[config.mk]
export PLATFORM = sky130hd
export DESIGN_NAME = spi_master_cfg
export DESIGN_NICKNAME = d
export VERILOG_FILES = /design/src/rtl/spi_cfg_pkg.sv /design/src/rtl/spi_sclk_gen.sv /design/src/rtl/spi_master_cfg.sv
export SDC_FILE = /design/constraint.sdc
export NUM_CORES = 2
export LEC_CHECK = 0
export CORE_AREA = 8 8 395 397
export CTS_BUF_LIST = sky130_fd_sc_hd__clkbuf_8
export DETAILED_ROUTE_END_ITERATION = 8
export DIE_AREA = 0 0 403 405
export GPL_ROUTABILITY_DRIVEN = 0
export MAX_ROUTING_LAYER = met4
export PLACE_DENSITY = 0.67
export SYNTH_ARGS = -nofsm -noshare
export SYNTH_HDL_FRONTEND = slang
export SYNTH_SLANG_ARGS = --single-unit
[constraint.sdc]
create_clock -name clk -period 1.85 [get_ports clk]
set_input_delay 0.37 -clock clk [delete_from_list [all_inputs] [get_ports clk]]
set_output_delay 0.37 -clock clk [all_outputs]
set_load 0.01 [all_outputs]
[src/rtl/spi_cfg_pkg.sv]
// spi_cfg_pkg: shared state type, divider helper and PLL-map frame field positions
package spi_cfg_pkg;

    typedef enum logic [2:0] {S_IDLE, S_LEAD, S_SHIFT, S_TRAIL, S_GAP} spi_state_e;

    localparam int PLLF_READ      = 0;
    localparam int PLLF_WRITE     = 1;
    localparam int PLLF_PLLEN     = 2;
    localparam int PLLF_RATIO_LSB = 3;
    localparam int PLLF_RATIO_W   = 10;

    function automatic int spi_div(int clk_f, int sclk_f);
        return clk_f / (2 * sclk_f);
    endfunction

endpackage

[src/rtl/spi_sclk_gen.sv]
// spi_sclk_gen: half-period counter, tick strobe and sclk toggle with idle level CPOL
module spi_sclk_gen #(
    parameter int DIV  = 5,
    parameter bit CPOL = 1'b0
) (
    input  logic clk,
    input  logic rst_n,
    input  logic clear,
    input  logic run,
    output logic tick,
    output logic sclk
);
    localparam int CW = DIV > 1 ? $clog2(DIV) : 1;

    logic [CW-1:0] cnt;

    assign tick = cnt == CW'(DIV - 1);

    // counter held at zero while idle so the first half-period starts cleanly
    always_ff @(posedge clk or negedge rst_n)
        if (!rst_n) cnt <= '0;
        else        cnt <= (clear || tick) ? '0 : cnt + 1'b1;

    // sclk toggles once per half-period while shifting, parked at CPOL otherwise
    always_ff @(posedge clk or negedge rst_n)
        if (!rst_n)           sclk <= CPOL;
        else if (clear)       sclk <= CPOL;
        else if (run && tick) sclk <= ~sclk;

endmodule

[src/rtl/spi_master_cfg.sv]
// spi_master_cfg: parametrised full-duplex SPI master with CPOL/CPHA, bit order and CS idle gap
module spi_master_cfg
    import spi_cfg_pkg::*;
#(
    parameter int DATA_WIDTH = 512,
    parameter int CLK_FREQ   = 50_000_000,
    parameter int SCLK_FREQ  = 5_000_000,
    parameter bit CPOL       = 1'b0,
    parameter bit CPHA       = 1'b0,
    parameter bit MSB_FIRST  = 1'b0
) (
    input  logic                  clk,
    input  logic                  rst_n,
    input  logic                  start,
    input  logic [DATA_WIDTH-1:0] data_i,
    input  logic                  miso,
    output logic                  mosi,
    output logic                  sclk,
    output logic                  ss_n,
    output logic                  busy,
    output logic                  finish,
    output logic [DATA_WIDTH-1:0] data_o
);
    localparam int DIV  = spi_div(CLK_FREQ, SCLK_FREQ);
    localparam int BW   = $clog2(DATA_WIDTH + 1);
    // with CPHA=0 the last sample precedes the last trailing edge, so the count is already full
    localparam int LAST = CPHA ? DATA_WIDTH - 1 : DATA_WIDTH;

    if (DIV < 1 || CLK_FREQ % (2 * SCLK_FREQ) != 0 || DATA_WIDTH < 2) begin : g_bad_cfg
        $error("spi_master_cfg: CLK_FREQ/(2*SCLK_FREQ) must be an integer >= 1 and DATA_WIDTH >= 2");
    end

    spi_state_e            state, state_nx;
    logic                  tick, lead, trail, sample, shift, accept, mosi_q;
    logic [DATA_WIDTH-1:0] tx, rx, tx_adv, data_adv;
    logic [BW-1:0]         bit_cnt;

    spi_sclk_gen #(.DIV(DIV), .CPOL(CPOL)) u_sclk (
        .clk   (clk),
        .rst_n (rst_n),
        .clear (state == S_IDLE),
        .run   (state == S_SHIFT),
        .tick  (tick),
        .sclk  (sclk)
    );

    assign accept   = state == S_IDLE && start;
    assign lead     = state == S_SHIFT && tick && sclk == CPOL;
    assign trail    = state == S_SHIFT && tick && sclk != CPOL;
    assign sample   = CPHA ? trail : lead;
    assign shift    = CPHA ? lead : trail;
    assign tx_adv   = MSB_FIRST ? tx << 1 : tx >> 1;
    assign data_adv = MSB_FIRST ? data_i << 1 : data_i >> 1;
    assign mosi     = ss_n ? 1'b0 : mosi_q;

    // state register
    always_ff @(posedge clk or negedge rst_n)
        if (!rst_n) state <= S_IDLE;
        else        state <= state_nx;

    // next-state and chip-select/busy decode
    always_comb begin
        state_nx = state;
        ss_n     = !(state inside {S_LEAD, S_SHIFT, S_TRAIL});
        busy     = state != S_IDLE;
        case (state)
            S_IDLE:  if (start) state_nx = S_LEAD;
            S_LEAD:  if (tick) state_nx = S_SHIFT;
            S_SHIFT: if (trail && bit_cnt == BW'(LAST)) state_nx = S_TRAIL;
            S_TRAIL: if (tick) state_nx = S_GAP;
            S_GAP:   if (tick) state_nx = S_IDLE;
            default: state_nx = S_IDLE;
        endcase
    end

    // transmit/receive shift registers and sample counter
    always_ff @(posedge clk or negedge rst_n)
        if (!rst_n) begin
            tx      <= '0;
            rx      <= '0;
            bit_cnt <= '0;
            mosi_q  <= 1'b0;
        end else if (accept) begin
            tx      <= CPHA ? data_i : data_adv;
            mosi_q  <= CPHA ? 1'b0 : (MSB_FIRST ? data_i[DATA_WIDTH-1] : data_i[0]);
            bit_cnt <= '0;
        end else begin
            if (shift) begin
                mosi_q <= MSB_FIRST ? tx[DATA_WIDTH-1] : tx[0];
                tx     <= tx_adv;
            end
            if (sample) begin
                rx      <= MSB_FIRST ? {rx[DATA_WIDTH-2:0], miso} : {miso, rx[DATA_WIDTH-1:1]};
                bit_cnt <= bit_cnt + 1'b1;
            end
        end

    // frame completion pulse and received-data publish, coincident with ss_n release
    always_ff @(posedge clk or negedge rst_n)
        if (!rst_n) begin
            finish <= 1'b0;
            data_o <= '0;
        end else begin
            finish <= state == S_TRAIL && tick;
            if (state == S_TRAIL && tick) data_o <= rx;
        end

endmodule

==> run_summary.xml <==
<?xml version="1.0" encoding="UTF-8"?>
<metrics>
  <group name="global_routing">
    <metric name="gr-usage-all-layers" unit="%">27.5</metric>
    <metric name="vias_in_the_first_global_route" unit="">58955</metric>
    <metric name="grt_start_max_net_pins" unit="">85</metric>
    <metric name="grt_overflow_total" unit="">0</metric>
    <metric name="antenna_found_initial" unit="">19</metric>
    <metric name="grt_pass1_wl" unit="um">345000</metric>
  </group>
  <group name="pwr">
    <metric name="p_total" unit="uW">90600</metric>
    <metric name="power_per_cell_area" unit="nW/um2">997</metric>
    <metric name="power.static_leakage" unit="uW">0.0497</metric>
    <metric name="peakVddDrop" unit="mV">0.602</metric>
  </group>
  <group name="logic_synthesis">
    <metric name="cell_taking_the_most_area_after_synthesis" unit="">dfrtp_1</metric>
    <metric name="synth.top_cells.by_area" unit="">dfrtp_1 63%, nand2_1 25%, nand3_1 8.5%, buf_2 1.9%, clkbuf_1 0.82%</metric>
    <metric name="synth_edf_count" unit="">0</metric>
    <metric name="syn_avg_cell_area" unit="um2">8.61</metric>
    <metric name="postSynth.asyncResetShare" unit="%">100</metric>
    <metric name="synth.lib_cells_used.distinct" unit="">36</metric>
    <metric name="yosysWarningCount" unit="">0</metric>
    <metric name="synth_commonest_cells" unit="">4,084 x nand2_1, 1,554 x dfrtp_1, 1,052 x nand3_1, 232 x buf_2, 135 x clkbuf_1</metric>
    <metric name="syn-num-nets" unit="">7743</metric>
    <metric name="syn-instance-count" unit="">7223</metric>
    <metric name="ys_dominant_reg_cell" unit="">dfrtp_1</metric>
    <metric name="yosysTopAreaCellShare" unit="%">62.5</metric>
    <metric name="yosysMostFrequentCell" unit="">nand2_1</metric>
    <metric name="post_synth_instance_area" unit="um2">62200</metric>
    <metric name="synth.ff_latch_count" unit="">1554</metric>
    <metric name="synth_seq_area_share" unit="%">62.5</metric>
  </group>
  <group name="timing">
    <metric name="final_max_tran_viols" unit="">0</metric>
    <metric name="worst_slew_pin_slew" unit="ns">0.637</metric>
    <metric name="finalCritPeriodShare" unit="%">122</metric>
    <metric name="report.final.hold_viol_count" unit="">0</metric>
    <metric name="finalWorstPathRequiredPeriod" unit="ns">2.26</metric>
    <metric name="finClkSkew" unit="ns">0.0967</metric>
    <metric name="grt_setup_unrepaired" unit="">true</metric>
    <metric name="setup_viol" unit="">1344</metric>
    <metric name="max_freq" unit="MHz">443</metric>
    <metric name="worst_slack" unit="ns">-0.405</metric>
    <metric name="hold_slack" unit="ns">0.0939</metric>
    <metric name="timing.slew.headroom" unit="%">57.5</metric>
  </group>
  <group name="route">
    <metric name="drtPass1Iterations" unit="">7</metric>
    <metric name="dr_drc_count" unit="">0</metric>
    <metric name="drt_wl_total" unit="um">235000</metric>
    <metric name="detailroute.via_count" unit="">59505</metric>
    <metric name="drtAntennaViolNets" unit="">0</metric>
    <metric name="avgViaCountPerCell" unit="">5.27</metric>
    <metric name="dr.first_iter.drc_count" unit="">6045</metric>
    <metric name="wl_per_cell" unit="um">20.8</metric>
  </group>
  <group name="clock_network">
    <metric name="cts_max_path_buffers" unit="">4</metric>
    <metric name="clock_insertion_delay_worst_skew" unit="ns">1.01</metric>
    <metric name="cts_tree" unit="">done</metric>
    <metric name="cts_made_buffers" unit="">279</metric>
    <metric name="clock-root-buffer" unit="">clkbuf_8</metric>
    <metric name="clk_pin_slew_worst_paths" unit="ns">0.06</metric>
    <metric name="cts_htree_levels" unit="">5</metric>
    <metric name="cts.sinks" unit="">1554</metric>
  </group>
  <group name="die">
    <metric name="pin_count" unit="">1033</metric>
    <metric name="core-area" unit="um2">149000</metric>
    <metric name="initial_utilization" unit="%">41.7</metric>
    <metric name="die_width" unit="um">403</metric>
    <metric name="floorplan.rows" unit="">142</metric>
    <metric name="fp.dieH" unit="um">405</metric>
    <metric name="floorplan.die_area" unit="um2">163000</metric>
  </group>
  <group name="final_layout">
    <metric name="final_core_utilization" unit="%">60.9</metric>
    <metric name="stdcell_area" unit="um2">90800</metric>
    <metric name="design.final.nets" unit="">9670</metric>
    <metric name="areaGrowthSynthToFinish" unit="%">46.1</metric>
    <metric name="drive_above_1_share" unit="%">20.1</metric>
    <metric name="stdcell_count" unit="">11285</metric>
  </group>
  <group name="placement">
    <metric name="postPlaceCellArea" unit="um2">76800</metric>
    <metric name="detailedPlacementHpwl" unit="um">153000</metric>
    <metric name="port_buffers" unit="">1032</metric>
    <metric name="dp.cells" unit="">10070</metric>
  </group>
  <group name="run_status">
    <metric name="violations" unit="">negative setup slack</metric>
    <metric name="status" unit="">finished, violations left</metric>
  </group>
  <group name="worst_setup_path">
    <metric name="critPathMaxStageDelay" unit="ns">0.42</metric>
    <metric name="worst-path-stages" unit="">4</metric>
    <metric name="reg2regPathDepth" unit="">11</metric>
    <metric name="worst_setup_path_end_kind" unit="">output port</metric>
    <metric name="cp.required" unit="ns">1.48</metric>
    <metric name="crit_slowest_cell" unit="">dfrtp_1</metric>
    <metric name="worstSetupPathType" unit="">reg -&gt; out</metric>
    <metric name="critical-path-top-cell-by-count" unit="">buf_6</metric>
    <metric name="path_cells" unit="">nor2_2 -&gt; or2_4 -&gt; buf_6 -&gt; buf_6</metric>
    <metric name="critical_path.n_buffers_inverters" unit="">2</metric>
    <metric name="critPathTopFamily" unit="">flip-flops</metric>
    <metric name="crit_path_max_fanout" unit="">3</metric>
    <metric name="startpoint_type" unit="">register</metric>
    <metric name="critPathArrivalTime" unit="ns">1.89</metric>
  </group>
  <group name="run">
    <metric name="drv_cap" unit="">0</metric>
  </group>
  <group name="min_path">
    <metric name="timing.hold.worst_path_depth" unit="">3</metric>
    <metric name="hold_class" unit="">in -&gt; reg</metric>
  </group>
</metrics>
## per-stage QoR
stage / TNS [ns] / setup slack, ns
floorplan: 0 / 0.0552
global placement: -20.52 / -0.118
detailed placement: -40.90 / -0.131
CTS: -115.09 / -0.547
global route: -199.07 / -0.505
finish: -77.02 / -0.405
## final timing paths
| kind | slack (ns) | start | endpoint |
|---|---|---|---|
| max | -0.41 | state[0] | ss_n |
| min reg2reg | 0.42 | rx[5] | data_o[5] |
| min in group asynchronous | 0.21 | rst_n | data_o[462] |
| min | 0.09 | data_i[339] | tx[338] |
| max in group asynchronous | 1.01 | rst_n | rx[261] |
| max reg2reg | -0.19 | state[2] | rx[91] |
## cell families after synthesis
group | count (synthesis) | share of synthesized area, %
XOR/XNOR | 4 | 0.0564
buffers and inverters | 470 | 3.62
flip-flops | 1554 | 62.5
AND/OR/NAND/NOR | 5171 | 33.5
multiplexers | 1 | 0.0161
AO/OA/AOI/OAI | 19 | 0.179
adder cells (fa/ha/maj) | 4 | 0.0805
## flip-flops by register name, summed over array words and instances (netlist names)
register,flops
state,3
tx,511
rx,512
u_sclk.sclk,1
finish,1
mosi_q,1
u_sclk.cnt,3
data_o,512
bit_cnt,10
## per-layer routing
layer | wire (um) | share of wire (%) | GRT usage (%) | up-vias
li1 | - | - | - | 26592
met1 | 89600 | 38 | 33.3 | 29043
met2 | 113000 | 48 | 43.7 | 3077
met3 | 17700 | 7.6 | 5.68 | 793
met4 | 14100 | 6.0 | 14.1 | 0
met5 | 0 | 0 | - | -
## placed cells by master (no fill, tap or decap), types with 3 or more instances in the layout
master           Yosys  layout
diode_2              0      25
buf_6                0     260
clkbuf_8             0     338
buf_8                0      10
dlygate4sd3_1        0     453
nand4_1              4       4
buf_16               0      30
clkbuf_16            0      42
ha_1                 4       3
buf_12               0     128
bufbuf_16            0       7
dfrtp_2              0      42
a21oi_1              7       7
clkdlybuf4s50_1      0     514
nand3_1           1052    1051
clkinv_2             0      15
and3_1               6       4
nand2_2              0     193
buf_2              232     272
nand2_1           4084    3771
nor2_1               9       7
nand2_4              0     120
o21ai_0              5       5
clkinvlp_4           0       5
buf_4               52     391
xor2_1               3       3
dfrtp_1           1554    1512
inv_1                8      93
## cell type report
type                            instances  area [um2]
Antenna cell                           25        62.6
Clock buffer                          338        4650
Clock inverter                        109         478
Fill cell                           11905       58400
Inverter                                9        60.1
Multi-Input combinational cell       5199       22500
Sequential cell                      1554       38900
Tap cell                             1944        2430
Timing Repair Buffer                 2107       21700
## tightest hold or removal path, cell delays in order
cell and delay [ns]:
clkdlybuf4s50_1 0.45, nand2_1 0.12, nand3_1 0.08
## what timing repair did
action,CTS,global route
hold endpoints to repair,2006,0
setup buffers,185,37
gates cloned,17,52
pin swaps,4,375
hold buffers,454,0
setup endpoints to repair,790,1855
gates resized for setup,2471,519
## where the power goes
group	internal (uW)	leakage [uW]	switching, uW
Clock	16500	0.00297	14100
Combinational	7990	0.0259	8890
Sequential	39600	0.0208	3540
No activity file was read; power rests on OpenSTA's default activity.
